<file path="config.mk">
export PLATFORM = sky130hd
export DESIGN_NAME = bcd_seq_converter
export DESIGN_NICKNAME = d
export VERILOG_FILES = /design/src/rtl/bcd_seq_converter_pkg.sv /design/src/rtl/bcd_seq_converter_seg7.sv /design/src/rtl/bcd_seq_converter.sv
export SDC_FILE = /design/constraint.sdc
export NUM_CORES = 1
export LEC_CHECK = 0
export ABC_AREA = 0
export BUFFER_PORTS_ARGS = -buffer_cell sky130_fd_sc_hd__buf_4
export CAP_MARGIN = 10
export CORE_UTILIZATION = 50
export CTS_CLUSTER_DIAMETER = 60
export DETAILED_ROUTE_END_ITERATION = 8
export HOLD_SLACK_MARGIN = 0.06
export PLACE_DENSITY_LB_ADDON = 0.08
export SLEW_MARGIN = 25
export SYNTH_ARGS = -nofsm -noshare
export SYNTH_HDL_FRONTEND = slang
export SYNTH_SLANG_ARGS = --single-unit
</file>
<file path="constraint.sdc">
create_clock -name clk -period 3.15 [get_ports clk]
set_clock_uncertainty 0.15 [all_clocks]
set_input_delay 0.63 -clock clk [delete_from_list [all_inputs] [get_ports clk]]
set_output_delay 0.63 -clock clk [all_outputs]
set_load 0.01 [all_outputs]
</file>
<file path="src/rtl/bcd_seq_converter_pkg.sv">
// Shared FSM encoding, active-low 7-segment glyphs and the digit-to-glyph
// lookup used by the binary-to-BCD converter.
package bcd_pkg;

    typedef enum logic [1:0] {
        IDLE  = 2'd0,
        SHIFT = 2'd1,
        DONE  = 2'd2
    } state_t;

    localparam logic [6:0] SEG_0     = 7'h40;
    localparam logic [6:0] SEG_1     = 7'h79;
    localparam logic [6:0] SEG_2     = 7'h24;
    localparam logic [6:0] SEG_3     = 7'h30;
    localparam logic [6:0] SEG_4     = 7'h19;
    localparam logic [6:0] SEG_5     = 7'h12;
    localparam logic [6:0] SEG_6     = 7'h02;
    localparam logic [6:0] SEG_7     = 7'h78;
    localparam logic [6:0] SEG_8     = 7'h00;
    localparam logic [6:0] SEG_9     = 7'h10;
    localparam logic [6:0] SEG_BLANK = 7'h7F;

    function automatic logic [6:0] seg7_code(input logic [3:0] digit);
        logic [6:0] code;
        case (digit)
            4'd0:    code = SEG_0;
            4'd1:    code = SEG_1;
            4'd2:    code = SEG_2;
            4'd3:    code = SEG_3;
            4'd4:    code = SEG_4;
            4'd5:    code = SEG_5;
            4'd6:    code = SEG_6;
            4'd7:    code = SEG_7;
            4'd8:    code = SEG_8;
            4'd9:    code = SEG_9;
            default: code = SEG_BLANK;
        endcase
        return code;
    endfunction

endpackage

</file>
<file path="src/rtl/bcd_seq_converter_seg7.sv">
// Combinational single-digit 7-segment decoder with a blank override.
module seg7_decoder
    import bcd_pkg::*;
(
    input  logic [3:0] digit_i,
    input  logic       blank_i,
    output logic [6:0] seg_o
);

    // Glyph selection; blank wins over the digit code
    always_comb begin
        seg_o = SEG_BLANK;
        if (blank_i) begin
            seg_o = SEG_BLANK;
        end else begin
            seg_o = seg7_code(digit_i);
        end
    end

endmodule

</file>
<file path="src/rtl/bcd_seq_converter.sv">
// Iterative double-dabble binary-to-BCD converter with start/busy/done handshake,
// overflow saturation, leading-zero blanking and registered 7-segment outputs.
module bcd_seq_converter
    import bcd_pkg::*;
#(
    parameter int N      = 10,
    parameter int DIGITS = 4
) (
    input  logic                  clk,
    input  logic                  rst,
    input  logic                  start,
    input  logic [N-1:0]          bin_in,
    input  logic                  blank_en,
    output logic                  busy,
    output logic                  done,
    output logic                  overflow,
    output logic [4*DIGITS-1:0]   bcd_out,
    output logic [7*DIGITS-1:0]   seg_out
);

    localparam int SW = 4*DIGITS + N;
    localparam int CW = $clog2(N + 1);
    localparam logic [CW-1:0] LAST_CNT = CW'(N - 1);

    state_t                state_q, state_d;
    logic [CW-1:0]         cnt_q, cnt_d;
    logic [SW-1:0]         scratch_q, scratch_d;
    logic                  ovf_q, ovf_d;
    logic                  blank_q, blank_d;
    logic                  busy_q, busy_d;
    logic                  done_q, done_d;
    logic                  overflow_q, overflow_d;
    logic [4*DIGITS-1:0]   bcd_q, bcd_d;
    logic [7*DIGITS-1:0]   seg_q, seg_d;

    logic [SW-1:0]         adj_s;
    logic [SW-1:0]         shifted_s;
    logic                  fin_ovf_s;
    logic [4*DIGITS-1:0]   fin_bcd_s;
    logic [DIGITS-1:0]     blank_s;
    logic [7*DIGITS-1:0]   seg_s;
    logic                  nz_seen_s;

    // One double-dabble step plus the final digit view used when results register.
    // A 1 leaving the top digit means the value no longer fits; saturate to all 9s.
    always_comb begin
        adj_s     = scratch_q;
        shifted_s = {SW{1'b0}};
        fin_ovf_s = 1'b0;
        fin_bcd_s = {(4*DIGITS){1'b0}};
        blank_s   = {DIGITS{1'b0}};
        nz_seen_s = 1'b0;
        for (int i = 0; i < DIGITS; i++) begin
            if (scratch_q[N+4*i +: 4] >= 4'd5) begin
                adj_s[N+4*i +: 4] = scratch_q[N+4*i +: 4] + 4'd3;
            end else begin
                adj_s[N+4*i +: 4] = scratch_q[N+4*i +: 4];
            end
        end
        shifted_s = {adj_s[SW-2:0], 1'b0};
        fin_ovf_s = ovf_q | adj_s[SW-1];
        for (int i = 0; i < DIGITS; i++) begin
            if (fin_ovf_s) begin
                fin_bcd_s[4*i +: 4] = 4'h9;
            end else begin
                fin_bcd_s[4*i +: 4] = shifted_s[N+4*i +: 4];
            end
        end
        for (int i = DIGITS - 1; i >= 1; i--) begin
            if (fin_bcd_s[4*i +: 4] != 4'h0) begin
                nz_seen_s = 1'b1;
            end else begin
                nz_seen_s = nz_seen_s;
            end
            blank_s[i] = blank_q & ~fin_ovf_s & ~nz_seen_s;
        end
    end

    for (genvar g = 0; g < DIGITS; g++) begin : g_seg
        seg7_decoder u_seg7 (
            .digit_i (fin_bcd_s[4*g +: 4]),
            .blank_i (blank_s[g]),
            .seg_o   (seg_s[7*g +: 7])
        );
    end

    // Next-state and output-register logic for the IDLE/SHIFT/DONE sequence
    always_comb begin
        state_d    = state_q;
        cnt_d      = cnt_q;
        scratch_d  = scratch_q;
        ovf_d      = ovf_q;
        blank_d    = blank_q;
        busy_d     = busy_q;
        done_d     = 1'b0;
        overflow_d = overflow_q;
        bcd_d      = bcd_q;
        seg_d      = seg_q;
        case (state_q)
            IDLE: begin
                if (start) begin
                    state_d   = SHIFT;
                    cnt_d     = {CW{1'b0}};
                    scratch_d = {{(4*DIGITS){1'b0}}, bin_in};
                    ovf_d     = 1'b0;
                    blank_d   = blank_en;
                    busy_d    = 1'b1;
                end else begin
                    busy_d    = 1'b0;
                end
            end
            SHIFT: begin
                scratch_d = shifted_s;
                ovf_d     = fin_ovf_s;
                if (cnt_q == LAST_CNT) begin
                    state_d    = DONE;
                    cnt_d      = {CW{1'b0}};
                    busy_d     = 1'b0;
                    done_d     = 1'b1;
                    overflow_d = fin_ovf_s;
                    bcd_d      = fin_bcd_s;
                    seg_d      = seg_s;
                end else begin
                    cnt_d      = cnt_q + CW'(1);
                end
            end
            DONE: begin
                state_d = IDLE;
            end
            default: begin
                state_d = IDLE;
                busy_d  = 1'b0;
            end
        endcase
    end

    // State and output registers with asynchronous reset
    always_ff @(posedge clk or posedge rst) begin
        if (rst) begin
            state_q    <= IDLE;
            cnt_q      <= {CW{1'b0}};
            scratch_q  <= {SW{1'b0}};
            ovf_q      <= 1'b0;
            blank_q    <= 1'b0;
            busy_q     <= 1'b0;
            done_q     <= 1'b0;
            overflow_q <= 1'b0;
            bcd_q      <= {(4*DIGITS){1'b0}};
            seg_q      <= {DIGITS{SEG_BLANK}};
        end else begin
            state_q    <= state_d;
            cnt_q      <= cnt_d;
            scratch_q  <= scratch_d;
            ovf_q      <= ovf_d;
            blank_q    <= blank_d;
            busy_q     <= busy_d;
            done_q     <= done_d;
            overflow_q <= overflow_d;
            bcd_q      <= bcd_d;
            seg_q      <= seg_d;
        end
    end

    assign busy     = busy_q;
    assign done     = done_q;
    assign overflow = overflow_q;
    assign bcd_out  = bcd_q;
    assign seg_out  = seg_q;

endmodule

</file>
* After elaboration in Yosys (flattened, before gate mapping)
Memory sizes are Yosys's and may differ from the RTL's. A register that Yosys moved wholly into a read port is not among the register bits.
Cells that the tools add are included.
Widths: inputs -> output; s select.
** Word-level totals
- Logic and storage cells :: 77
- Memory bits (read-only) :: 448
- Register bits after elaboration :: 81
- Output and inout port bits :: 47
- Memories :: 4
** Memory list
- (no name shown) :: depth 16, width 7, rd ports 1, clocked after memory_dff 1, wr ports 0, RTL line bcd_seq_converter_pkg.sv:25 : case (digit)
- (no name shown) :: depth 16, width 7, rd ports 1, clocked after memory_dff 0, wr ports 0, RTL line bcd_seq_converter_pkg.sv:25
- (no name shown) :: depth 16, width 7, rd ports 1, clocked after memory_dff 0, wr ports 0, RTL line bcd_seq_converter_pkg.sv:25
- (no name shown) :: depth 16, width 7, rd ports 1, clocked after memory_dff 0, wr ports 0, RTL line bcd_seq_converter_pkg.sv:25
** Operators by class
- $lt $le $gt $ge :: 4
- Bitwise gates (word level) :: 10
- Mux-type cells :: 29
- $add $sub $neg :: 5
- Equality and inequality tests :: 5
- Reduce and logical (&&, ||, !) cells :: 10
** Operators by type and width (number)
- $pmux 26 s2 :: 1
- $mux 4 :: 10
- $mux 26 :: 1
- $mux 7 :: 3
- $add 4x2->4 const B :: 4
- $ge 4x3->1 const B :: 4
- $reduce_bool 4->1 :: 3
- $reduce_and 2->1 :: 5
- $mux 1 :: 8
- $pmux 4 s2 :: 1
- $not 1->1 :: 5
- $add 4x1->4 const B :: 1
- $and 1x1->1 :: 4
- $eq 4x4->1 const B :: 1
- $mux 2 :: 2
- $ne 2x2->1 const B :: 2
- $pmux 2 s2 :: 1
- $pmux 1 s3 :: 1
- $eq 2x1->1 const B :: 1
- $eq 2x2->1 const B :: 1
- $logic_not 2->1 :: 1
- $pmux 1 s2 :: 1
- $reduce_bool 2->1 :: 1
- $or 1x1->1 :: 1

* Logic depth before layout (Yosys ltp)
Gate-level depths: netlist of run 1.
- Word-level depth :: 11
- Depth in mapped cells :: 13
- Mapped depth without buffers :: 12

* Hierarchy
From an unflattened synthesis of run 1, not the netlist that was laid out.
** Unflattened totals
- Cells, all modules :: 468
- Area, all modules :: 4765.8 um^2
** Modules (own cells, without submodules)
- bcd_seq_converter :: area each 3787.4 um^2, instances 1, cells each 332, seq. area each 2062.0 um^2
- seg7_decoder (g_seg[1].u_seg7 ...) :: area each 252.7 um^2, instances 2, cells each 35, seq. area each 0.0 um^2
- seg7_decoder (g_seg[0].u_seg7 ...) :: area each 236.5 um^2, instances 2, cells each 33, seq. area each 0.0 um^2

* Worst setup path before layout of run 1
OpenSTA, ideal clock, no wires.
- Kind :: reg2reg
- Start point :: register scratch_q[23]
- End point :: register seg_q[8] (netlist: seg_out[8])
- Slack :: 0.212 ns
- Period minus slack after synthesis :: 2.938 ns
- Arrival time :: 2.711 ns
- Buffers on the path :: 1
- Stages on the path, launching flop included :: 14
- Data required time :: 2.923 ns
- Cells stage by stage :: dfrtp_1 inv_1 ha_1 and2b_1 nor3_4 a211oi_2 buf_2 and2_1 ha_1 nand4_1 a21oi_1 and4_4 a31oi_2 a31oi_1
** Between the ends
- Cells in the longest elaborated chain, start to end :: 11
** Ends and longest elaborated chain
- from (decl) :: RTL line bcd_seq_converter.sv:27 : logic [SW-1:0] scratch_q, scratch_d;
- from (signal assigned) :: RTL line bcd_seq_converter.sv:142 : scratch_q <= {SW{1'b0}};
- from (signal assigned) :: RTL line bcd_seq_converter.sv:153 : scratch_q <= scratch_d;
- $add 4x2->4 or $ge 4x3->1 (tied branches) :: RTL line bcd_seq_converter.sv:55, bcd_seq_converter.sv:54
- $mux 4 (*) :: RTL line bcd_seq_converter.sv:54 : if (scratch_q[N+4*i +: 4] >= 4'd5) begin
- $or 1x1->1 :: RTL line bcd_seq_converter.sv:61 : fin_ovf_s = ovf_q | adj_s[SW-1];
- $mux 4 :: RTL line bcd_seq_converter.sv:63 : if (fin_ovf_s) begin
- $reduce_bool 4->1 :: RTL line bcd_seq_converter.sv:70 : if (fin_bcd_s[4*i +: 4] != 4'h0) begin
- $mux 1 (3 in series) :: RTL line bcd_seq_converter.sv:70
- $not 1->1 :: RTL line bcd_seq_converter.sv:75 : blank_s[i] = blank_q & ~fin_ovf_s & ~nz_seen_s;
- $and 1x1->1 :: RTL line bcd_seq_converter.sv:75
- $mux 7 (*) :: RTL line bcd_seq_converter_seg7.sv:13 : if (blank_i) begin
- to (signal assigned) :: RTL line bcd_seq_converter.sv:149 : seg_q <= {DIGITS{SEG_BLANK}};
- to (signal assigned) :: RTL line bcd_seq_converter.sv:160 : seg_q <= seg_d;
- to (decl) :: RTL line bcd_seq_converter.sv:34 : logic [7*DIGITS-1:0] seg_q, seg_d;
Mark *: on every way between the ends. The rest lies on a longest branch, timed or not.
A chain may end at the register's enable or synchronous reset.

* Final worst setup path of run 1
- Start point :: register scratch_q[23]
- End point :: register seg_q[17] (netlist: seg_out[17])
** Between the ends
- Cells in the longest elaborated chain, start to end :: 10
** Ends and longest elaborated chain (RTL line)
- $add 4x2->4 or $ge 4x3->1 (tied branches) :: bcd_seq_converter.sv:55, bcd_seq_converter.sv:54
- $mux 4 (*) :: bcd_seq_converter.sv:54
- $or 1x1->1 :: bcd_seq_converter.sv:61
- $mux 4 :: bcd_seq_converter.sv:63
- $reduce_bool 4->1 :: bcd_seq_converter.sv:70
- $mux 1 (2 in series) :: bcd_seq_converter.sv:70
- $not 1->1 :: bcd_seq_converter.sv:75
- $and 1x1->1 :: bcd_seq_converter.sv:75
- $mux 7 (*) :: bcd_seq_converter_seg7.sv:13
Marks and branches as above.

==> metrics, run 1 <==
Mapped Nets 509; final setup fails 0; DRT Pass-1 Iters 4; core region area 8678 sq um; Reg power frac 0.323; Layout fillers 760; worst rel slew slack 0.5745; Worst Hold Class in -> async; R2R Setup Slk 0.17 ns; post-synthesis sequential area ratio 0.4638; worst setup margin 0.1708 ns; largest net degree at the start of global routing 35; first-pass GRT wire length 16240 microns; area taken by flip-flops and latches 2062 sq um; Gate power share 0.522; Critical Path Fanout Max 13; Slew Viols, Final 0; Area Growth Syn to Fin 19.22%; routed wire length 9901 microns; hpwl dp 7026 microns; filler-free cell count of the finished design 641; post-synth cell types 51; fin crit share 0.9458; CP endpoint kind flip-flop; DRC viols 0; Post-synth top flop dfrtp_1; Worst Path Arrival 3.12 ns; cell area after synthesis 4446 sq um; leakage 2.423 nW; area of the multi-input gates 2197 sq um; IO Count 61; status complete, no violations; final instance area 5300 sq um; worst hold slack 0.1632 ns; Ys Warns 0; # rows 34; Cells after DPL 624; Psw 2.483 mW; CTS Root Cell clkbuf_8; die extent in x 96.29 microns; FF-to-FF Start scratch_q[23]; clk slew on worst S/H paths 0.08 ns; EDFF count, synth 0; Final Util 0.6107; Final Hold Viols 0; Worst EP required 3.29 ns; routability cong. 0.8544; Initial Util 0.5123; clock tree buffer depth 2; Max IR drop VDD 0.5570 mV; max frequency 335.7 MHz; CTS tree done; Sw Share 0.4179; post-route ant nets 0; Async SR Flop Fraction 1.000; DIE AREA 9272 sq um; Num Clock Sinks 81; fin nets 572; Cell Area, Placed 5045 sq um; GRT Util Overall 0.2322; Synth Register Bits 81; via/cell ratio 5.477; WL/cell 15.45 microns; Setup TNS 0 ns; GR Overflow Total 0; design internal power 3.459 mW; initial antenna violation count 0; Final Power 5.942 mW; Clock Latency Late Sink 0.36 ns; Mapped Cells 465; Worst setup SP type flip-flop; most frequent cells in the layout buf_4, nand2_1, dfrtp_1; power density cells 1121 nW/um^2; actual slew at the worst max-slew pin 0.6382 ns; share of layout cells above drive strength 1 0.2664; worst r2r path cells 11; Crit Path Category reg -> reg; commonest non-fill, non-tap cell in the layout buf_4; Worst R2R End seg_out[17]; worst slack, placed 0.1312 ns; Die H 96.29 microns; maxcap violations 0; clock power share 0.156; CTS buffer count 9; Post-Syn Area per Cell 9.560 sq um; diodes inserted 0; number of global-route vias before repair 3286; H-tree depth 3; final worst path period need 2.979 ns; First DRT Iteration DRCs 188; vias after detailed routing 3511; I/O Buffers 60
-- cell families after synthesis --
family / share of synthesized area
buf+inv: 0.04390
compound gates: 0.1987
xor+xnor: 0.007880
fa+ha+maj: 0.08444
mux: 0.05038
simple gates: 0.1509
flops: 0.4638
-- registers in the layout, summed over array words and instances, names as in the netlist --
register	count
blank_q	1
overflow	1
scratch_q	26
done	1
bcd_out	16
state_q	2
ovf_q	1
busy	1
seg_out	28
cnt_q	4
-- synthesized netlist by cell type (2+ instances only) --
cell	instances	area, sq um
dfstp_2	28	735.7
ha_1	30	375.4
a211oi_1	3	22.52
clkbuf_1	15	56.30
nand2_1	57	214.0
nor3_1	3	15.01
o21a_1	4	30.03
a221o_1	2	20.02
mux2_2	7	78.83
a31oi_1	11	68.82
o21ai_0	37	185.2
nand3_1	4	20.02
and2_1	6	37.54
o21ai_1	2	10.01
dfrtp_1	53	1326
or2_1	5	31.28
a21oi_1	38	190.2
nor3b_1	7	52.55
inv_2	3	11.26
inv_1	21	78.83
o211ai_1	2	15.01
nand3b_1	3	22.52
mux2i_1	13	130.1
nand2b_1	7	43.79
o31ai_1	4	30.03
xnor2_1	4	35.03
a211o_1	12	105.1
buf_4	2	15.01
o22ai_1	15	93.84
nor2_1	39	146.4
buf_2	6	30.03
nand4_1	3	18.77
-- worst max-delay path, cell delays in order, from the launching register on --
cell and delay (ns):
dfrtp_1 0.45, inv_1 0.09, ha_1 0.19, and2b_1 0.27, nor3_4 0.06, a211o_1 0.31, buf_4 0.19, or2_1 0.30
ha_1 0.22, and4_4 0.17, o21a_1 0.23, a211o_1 0.29
-- worst max path at each step --
| stage | startpoint | to | slack, ns |
|---|---|---|---|
| after floorplan | scratch_q[23] | seg_out[8] | 0.21 |
| after global placement | scratch_q[22] | seg_out[10] | 0.27 |
| after detailed placement | scratch_q[22] | seg_out[10] | 0.13 |
| after CTS | scratch_q[22] | seg_out[10] | 0.1 |
| after global routing | scratch_q[23] | seg_out[10] | -0.02 |
| final | scratch_q[23] | seg_out[17] | 0.17 |
-- area by class of cell --
type	count	area share
clock inverter	5	0.01936
sequential	81	0.3890
multi-input combinational	336	0.4145
timing repair buffer	76	0.1076
inverter	24	0.01723
clock buffer	11	0.02668
tap	108	0.02550
-- per-layer routing --
layer / up-vias / share of wire / routed length, microns / GRT usage
met5: - / 0 / 0 / 0
met4: 0 / 0.012 / 121 / 0.08701
met3: 11 / 0.039 / 388 / 0.05450
met2: 74 / 0.49 / 4877 / 0.3759
met1: 1668 / 0.46 / 4513 / 0.3021
li1: 1758 / - / - / -
-- power groups by stage --
stage | combinational (mW) | sequential (mW) | clock (mW)
2_1_floorplan | 2.07 | 1.97 | 0
3_3_place_gp | 3.01 | 1.92 | 0
3_5_place_dp | 3.07 | 1.93 | 0
4_1_cts | 3.10 | 1.92 | 0.947
5_1_grt | 3.49 | 1.99 | 1.01
6_report | 3.10 | 1.92 | 0.925
-- repair_timing --
| item | 4_1_cts | 5_1_grt |
|---|---|---|
| hold buffers | 0 | 0 |
| setup endpoints to repair | 0 | 12 |
| setup buffers | 0 | 1 |
| resized for setup | 0 | 1 |
Note: power is estimated with default switching activity, not from simulation.
==> run 2, diff against run 1 <==
--- a/config.mk
+++ b/config.mk
@@ -7,12 +7,14 @@
 export LEC_CHECK = 0
 export ABC_AREA = 0
 export BUFFER_PORTS_ARGS = -buffer_cell sky130_fd_sc_hd__buf_4
-export CAP_MARGIN = 10
+export CAP_MARGIN = 30
 export CORE_UTILIZATION = 50
 export CTS_CLUSTER_DIAMETER = 60
 export DETAILED_ROUTE_END_ITERATION = 8
 export HOLD_SLACK_MARGIN = 0.06
 export PLACE_DENSITY_LB_ADDON = 0.08
+export RECOVER_POWER = 50
+export SKIP_LAST_GASP = 1
 export SLEW_MARGIN = 25
 export SYNTH_ARGS = -nofsm -noshare
 export SYNTH_HDL_FRONTEND = slang
==> run 2 against run 1 <==
Core utilization decreased by 0.48 points. Worst setup slack got worse by 0.0044 ns. Count of clock-buffer cells in the layout unchanged.
==> metrics, run 2 (synthesis gave the netlist of run 1 again) <==
Cells after DPL 624 (unchanged); CTS Root Cell clkbuf_8; I/O Buffers 60 (unchanged); CP startpoint scratch_q[23]; maxcap violations 0 (unchanged); actual slew at the worst max-slew pin 1.423 ns (+0.7852 ns); Clock Latency Late Sink 0.36 ns (about the same); filler-free cell count of the finished design 641 (unchanged); H-tree depth 3 (unchanged); clk slew on worst S/H paths 0.08 ns (about the same); final setup fails 0 (unchanged); fin crit share 0.9472 (+0.001393); CTS tree done; Sw Share 0.4192 (+0.001300); power density cells 1125 nW/um^2 (+0.39%); GR Overflow Total 0 (unchanged); initial antenna violation count 0 (unchanged); worst rel slew slack 0.04581 (-0.5287); largest net degree at the start of global routing 35 (unchanged); design internal power 3.437 mW (-0.61%); Worst Path Arrival 3.12 ns (about the same); share of layout cells above drive strength 1 0.2477 (-0.01876); via/cell ratio 5.485 (+0.14%); number of global-route vias before repair 3286 (unchanged); Crit Path Category reg -> reg; worst hold slack 0.3306 ns (+0.1674 ns); GRT Util Overall 0.2322 (unchanged); IO Count 61 (unchanged); CP endpoint kind flip-flop; clock power share 0.156 (about the same); status complete, no violations; Initial Util 0.5123 (unchanged); FF-to-FF Start scratch_q[23]; post-route ant nets 0 (unchanged); area of the multi-input gates 2192 sq um (-0.23%); Area Growth Syn to Fin 18.29%; max frequency 335.2 MHz (-0.15%); Critical Path Fanout Max 13 (unchanged); max reg flops 28 (unchanged); CTS buffer count 9 (unchanged); WL/cell 15.36 microns (-0.54%); diodes inserted 0 (unchanged); R2R Setup Slk 0.17 ns (about the same); routability cong. 0.8544 (unchanged); Worst R2R End seg_out[17]; Psw 2.481 mW (about the same); die extent in x 96.29 microns (unchanged); worst slack, placed 0.1312 ns (unchanged); Slew Viols, Final 0 (unchanged); Die H 96.29 microns (unchanged); Worst EP required 3.29 ns (about the same); Final Hold Viols 0 (unchanged); worst setup margin 0.1664 ns (-0.004388 ns); Reg power frac 0.324 (about the same); Num Clock Sinks 81 (unchanged); vias after detailed routing 3516 (+0.14%); worst r2r path cells 11 (unchanged); leakage 2.381 nW (-1.8%); Cell Area, Placed 5045 sq um (unchanged); area taken by flip-flops and latches 2062 sq um (unchanged); DRC viols 0 (unchanged); hpwl dp 7026 microns (unchanged); Setup crit end seg_out[17]; final worst path period need 2.984 ns (+0.004388 ns); # rows 34 (unchanged); First DRT Iteration DRCs 198 (+5.3%); fin nets 572 (unchanged); most frequent cells in the layout buf_4, nand2_1, dfrtp_1; DIE AREA 9272 sq um (unchanged); final instance area 5259 sq um (-0.78%); routed wire length 9848 microns (-0.54%); DRT Pass-1 Iters 4 (unchanged); Gate power share 0.520 (-0.002); core region area 8678 sq um (unchanged); Setup TNS 0 ns (unchanged); first-pass GRT wire length 16240 microns (unchanged); Max IR drop VDD 0.5569 mV (about the same); CTS Hold Buffers Added 0 (unchanged); Worst Hold Class in -> reg; commonest non-fill, non-tap cell in the layout buf_4; Layout fillers 770 (+1.3%); clock tree buffer depth 2 (unchanged); Worst setup SP type flip-flop
run 2: cell types whose count changed in the layout (fill, tap and decap cells not counted), sizes merged:
cell	change
clkinvlp	+1
buf	-11
clkbuf	+11
clkinv	-1
run 2: what timing repair did:
action,4_1_cts,5_1_grt
endpoints found under the setup margin,0,12
gates resized for setup,0,1
setup buffers,0,1
run 2: worst min path at each step:
stage                      start            to  slack [ns]  depth (start not counted)
floorplan           scratch_q[1]  scratch_q[2]        0.30                          2
global placement    scratch_q[2]  scratch_q[3]        0.31                          2
detailed placement          busy          busy        0.32                          1
CTS                          rst   bcd_out[12]        0.17                          2
global route           bin_in[0]  scratch_q[0]        0.31                          3
finish                 bin_in[0]  scratch_q[0]        0.33                          3
run 2: area by class of cell:
class / instances / area share
clock buffer: 11 / 0.02689
clock inverter: 5 / 0.01951
inverter: 24 / 0.01737
multi-input combinational: 336 / 0.4168
sequential: 81 / 0.3921
tap: 108 / 0.02570
timing repair buffer: 76 / 0.1016
run 2: power groups by stage:
stage	clock [mW]	combinational, mW	sequential [mW]
2_1_floorplan	0	2.07	1.97
3_3_place_gp	0	3.01	1.92
4_1_cts	0.947	3.10	1.92
6_report	0.926	3.08	1.92
5_1_grt	1.01	3.47	1.99
3_5_place_dp	0	3.07	1.93
run 2: per-layer routing:
layer  GRT usage  vias up  routed length, microns
li1            -     1760                       -
met2      0.3759       72                    4832
met1      0.3021     1669                    4438
met3     0.05450       15                     419
met4     0.08701        0                     158
met5           0        -                       0
run 2: critical path, cell delays in order, from the launching register on:
cell and delay [ns]:
dfrtp_1 0.45, inv_1 0.09, ha_1 0.19, and2b_1 0.27
nor3_4 0.06, a211o_1 0.31, buf_4 0.19, or2_1 0.30
ha_1 0.22, and4_4 0.17, o21a_1 0.24, a211o_1 0.29
run 2: metrics by stage:
step | utilization | power [mW]
global placement | 0.5813 | 4.923
global route | 0.6060 | 6.459
finish | 0.6060 | 5.918
detailed placement | 0.5813 | 5.009
CTS | 0.6094 | 5.969
floorplan | - | 4.033
==> run 3, diff against run 2 <==
--- a/config.mk
+++ b/config.mk
@@ -6,7 +6,7 @@
 export NUM_CORES = 1
 export LEC_CHECK = 0
 export ABC_AREA = 0
-export BUFFER_PORTS_ARGS = -buffer_cell sky130_fd_sc_hd__buf_4
+export BUFFER_PORTS_ARGS = -buffer_cell sky130_fd_sc_hd__buf_2
 export CAP_MARGIN = 30
 export CORE_UTILIZATION = 50
 export CTS_CLUSTER_DIAMETER = 60
@@ -18,4 +18,5 @@
 export SLEW_MARGIN = 25
 export SYNTH_ARGS = -nofsm -noshare
 export SYNTH_HDL_FRONTEND = slang
+export SYNTH_HIERARCHICAL = 1
 export SYNTH_SLANG_ARGS = --single-unit
==> run 3 against run 2 <==
The flow now finishes with violations (capacitance limit, slew limit). Count of clock-buffer cells in the layout unchanged. Register-to-register slack improved by 0.10 ns. Non-clock buffer count increased by 3. Clock power decreased by 10%. Synthesized area increased by 7.2%. First-iteration DRC count decreased by 26%. Via count decreased by 1.0%. Power increased by 1.2%. Highest routed layer unchanged.
==> metrics, run 3 <==
Worst setup SP type flip-flop; die extent in x 99.63 microns (+3.5%); Slew Viols, Final 45 (+45); Worst Hold Class reg -> reg; Synth Register Bits 81 (unchanged); IO Count 61 (unchanged); Ys Warns 6 (+6); CP endpoint kind flip-flop; Yosys top cell area share 0.2783 (-0.02005); Clock Latency Late Sink 0.35 ns (about the same); synth cell count leaders dfrtp_1, mux2_2, nand2_1; worst slack, placed 0.2809 ns (+0.1497 ns); CTS Hold Buffers Added 0 (unchanged); worst hold slack 0.3331 ns (+0.002492 ns); maxcap violations 1 (+1); number of global-route vias before repair 3465 (+5.4%); top cells by area, synth dfrtp_1, dfstp_2, mux2_2, ha_1, o21ai_0; DRT Pass-1 Iters 4 (unchanged); WL/cell 13.72 microns (-11%); clk slew on worst S/H paths 0.08 ns (about the same); core region area 9240 sq um (+6.5%); Die H 99.63 microns (+3.5%); EDFF count, synth 0 (unchanged); Max IR drop VDD 0.5764 mV (+3.5%); worst r2r path cells 11 (unchanged); PostCTS Resize Cnt 0 (unchanged); vias after detailed routing 3481 (-1.0%); Initial Util 0.5158 (+0.003520); routability cong. 0.8284 (-3.0%); Critical Path Fanout Max 8 (-5); CTS tree done; Post-CTS Setup Repair Bufs 0 (unchanged); fin crit share 0.9140 (-0.03323); post-route ant nets 0 (unchanged); GRT busiest layer met2; Setup TNS 0 ns (unchanged); top-count cell post-synth dfrtp_1; RSZ-0062 raised after global routing false; most frequent cells in the layout dfrtp_1, buf_2, mux2_2; violated checks capacitance limit, slew limit; post-synthesis sequential area ratio 0.4327 (-0.03117); worst setup margin 0.2710 ns (+0.1047 ns); Mapped Cells 468 (+0.65%); CTS buffer count 9 (unchanged); Post-Syn Area per Cell 10.18 sq um (+6.5%); met2 GRT Util 0.3440 (-0.03187); met1 Use GR 0.2696 (-0.03254); diodes inserted 0 (unchanged); R2R Setup Slk 0.27 ns (+0.10 ns); final setup fails 0 (unchanged); post-synth top area cell dfrtp_1; Num Clock Sinks 81 (unchanged); max reg flops 28 (unchanged); cell area after synthesis 4766 sq um (+7.2%); CTS Root Cell clkbuf_8; DRC viols 0 (unchanged); Crit Path Category reg -> reg; Final Hold Viols 0 (unchanged); # rows 35 (+2.9%); Area Growth Syn to Fin 14.31%; largest net degree at the start of global routing 45 (+29%); GRT Util Overall 0.2033 (-0.02889); hpwl dp 6575 microns (-6.4%); final worst path period need 2.879 ns (-0.1047 ns); H-tree depth 3 (unchanged); Hold Startpoint cnt_q[3]; I/O Buffers 60 (unchanged); Worst R2R End seg_out[14]; Worst EP required 3.28 ns (about the same); routed wire length 9258 microns (-6.0%); worst rel slew slack -0.3075 (-0.3533); GR Overflow Total 0 (unchanged); Async SR Flop Fraction 1.000 (unchanged); clock tree buffer depth 2 (unchanged); post-synth cell types 49 (-3.9%); share of layout cells above drive strength 1 0.3278 (+0.08018); actual slew at the worst max-slew pin 1.951 ns (+0.5270 ns); Final Power 5.991 mW (+1.2%); FF-to-FF Start scratch_q[22]; commonest non-fill, non-tap cell in the layout dfrtp_1; Layout fillers 827 (+7.4%); DIE AREA 9926 sq um (+7.1%); fin nets 585 (+2.3%); max frequency 347.3 MHz (+3.6%); Post-synth top flop dfrtp_1; via/cell ratio 5.157 (-6.0%); hold depth 1 (-2); grt met3 use 0.03584 (-0.01866); hold endpoint cnt_q[3]; status finished with violations; initial antenna violation count 0 (unchanged); first-pass GRT wire length 16250 microns (about the same); Worst Path Arrival 3.01 ns (-0.11 ns); leakage 2.403 nW (+0.93%); power density cells 1100 nW/um^2 (-2.3%); First DRT Iteration DRCs 147 (-26%)
run 3: cell types whose count changed in the layout (fill, tap and decap cells not counted), sizes merged, moves of 6 or more:
cell / before / now
nor2: 39 / 31
and2: 6 / 0
o21bai: 0 / 6
or2: 6 / 0
a21oi: 38 / 31
conb: 0 / 7
a211o: 12 / 1
nand2b: 7 / 17
o21ai: 40 / 49
a31oi: 12 / 4
mux2: 8 / 46
nand2: 58 / 45
run 3: per-stage QoR:
step / utilization / area, sq um / cells
floorplan: - / 4788 / 474
global placement: 0.5716 / 5281 / 659
detailed placement: 0.5716 / 5281 / 659
CTS: 0.5944 / 5493 / 675
global route: 0.5896 / 5448 / 675
finish: 0.5896 / 5448 / 675
run 3: kinds of logic (layout without fill, tap and decap cells):
logic type | count (synthesis) | after routing | share of synthesized area
AO/OA/AOI/OAI | 115 | 115 | 0.1407
XOR/XNOR | 6 | 6 | 0.01103
adder cells (fa/ha/maj) | 30 | 30 | 0.07876
buffers and inverters | 48 | 120 | 0.05120
flip-flops | 81 | 81 | 0.4327
multiplexers | 57 | 57 | 0.1318
other | 1 | 7 | 0.0007869
AND/OR/NAND/NOR | 130 | 130 | 0.1531
run 3: area by class of cell:
| class | instances | area [sq um] | area share |
|---|---|---|---|
| clock buffer | 11 | 131.4 | 0.02412 |
| clock inverter | 5 | 80.08 | 0.01470 |
| inverter | 25 | 95.09 | 0.01746 |
| multi-input combinational | 345 | 2490 | 0.4571 |
| sequential | 81 | 2062 | 0.3785 |
| tap | 129 | 161.4 | 0.02963 |
| timing repair buffer | 79 | 427.9 | 0.07855 |
run 3: worst max-delay path by stage:
stage	from	to	slack [ns]	depth (start not counted)
after floorplan	rst	bcd_out[0]	0.34	1
after global placement	scratch_q[22]	seg_out[17]	0.40	11
after detailed placement	scratch_q[22]	seg_out[14]	0.28	11
after CTS	scratch_q[22]	seg_out[14]	0.28	11
after global routing	scratch_q[22]	seg_out[17]	0.02	11
final	scratch_q[22]	seg_out[14]	0.27	11
run 3: layer usage:
metal,wire [microns],part of all wire
met5,0,0
met4,89,0.0096
met2,4564,0.49
met1,4394,0.47
met3,210,0.023
run 3: worst max-delay path, stage by stage, from the launching register on:
cell and delay [ns]:
dfrtp_1 0.44, inv_1 0.11, ha_1 0.21, nand2b_1 0.08
nor3b_2 0.17, a211o_2 0.41, nor2_1 0.30, inv_1 0.14
ha_1 0.20, o21ai_0 0.22, a21oi_1 0.10, mux2_2 0.28
run 3: power breakdown:
group          switching (mW)  internal [mW]
logic                    1.86           1.46
clock network           0.386          0.446
registers               0.290           1.55
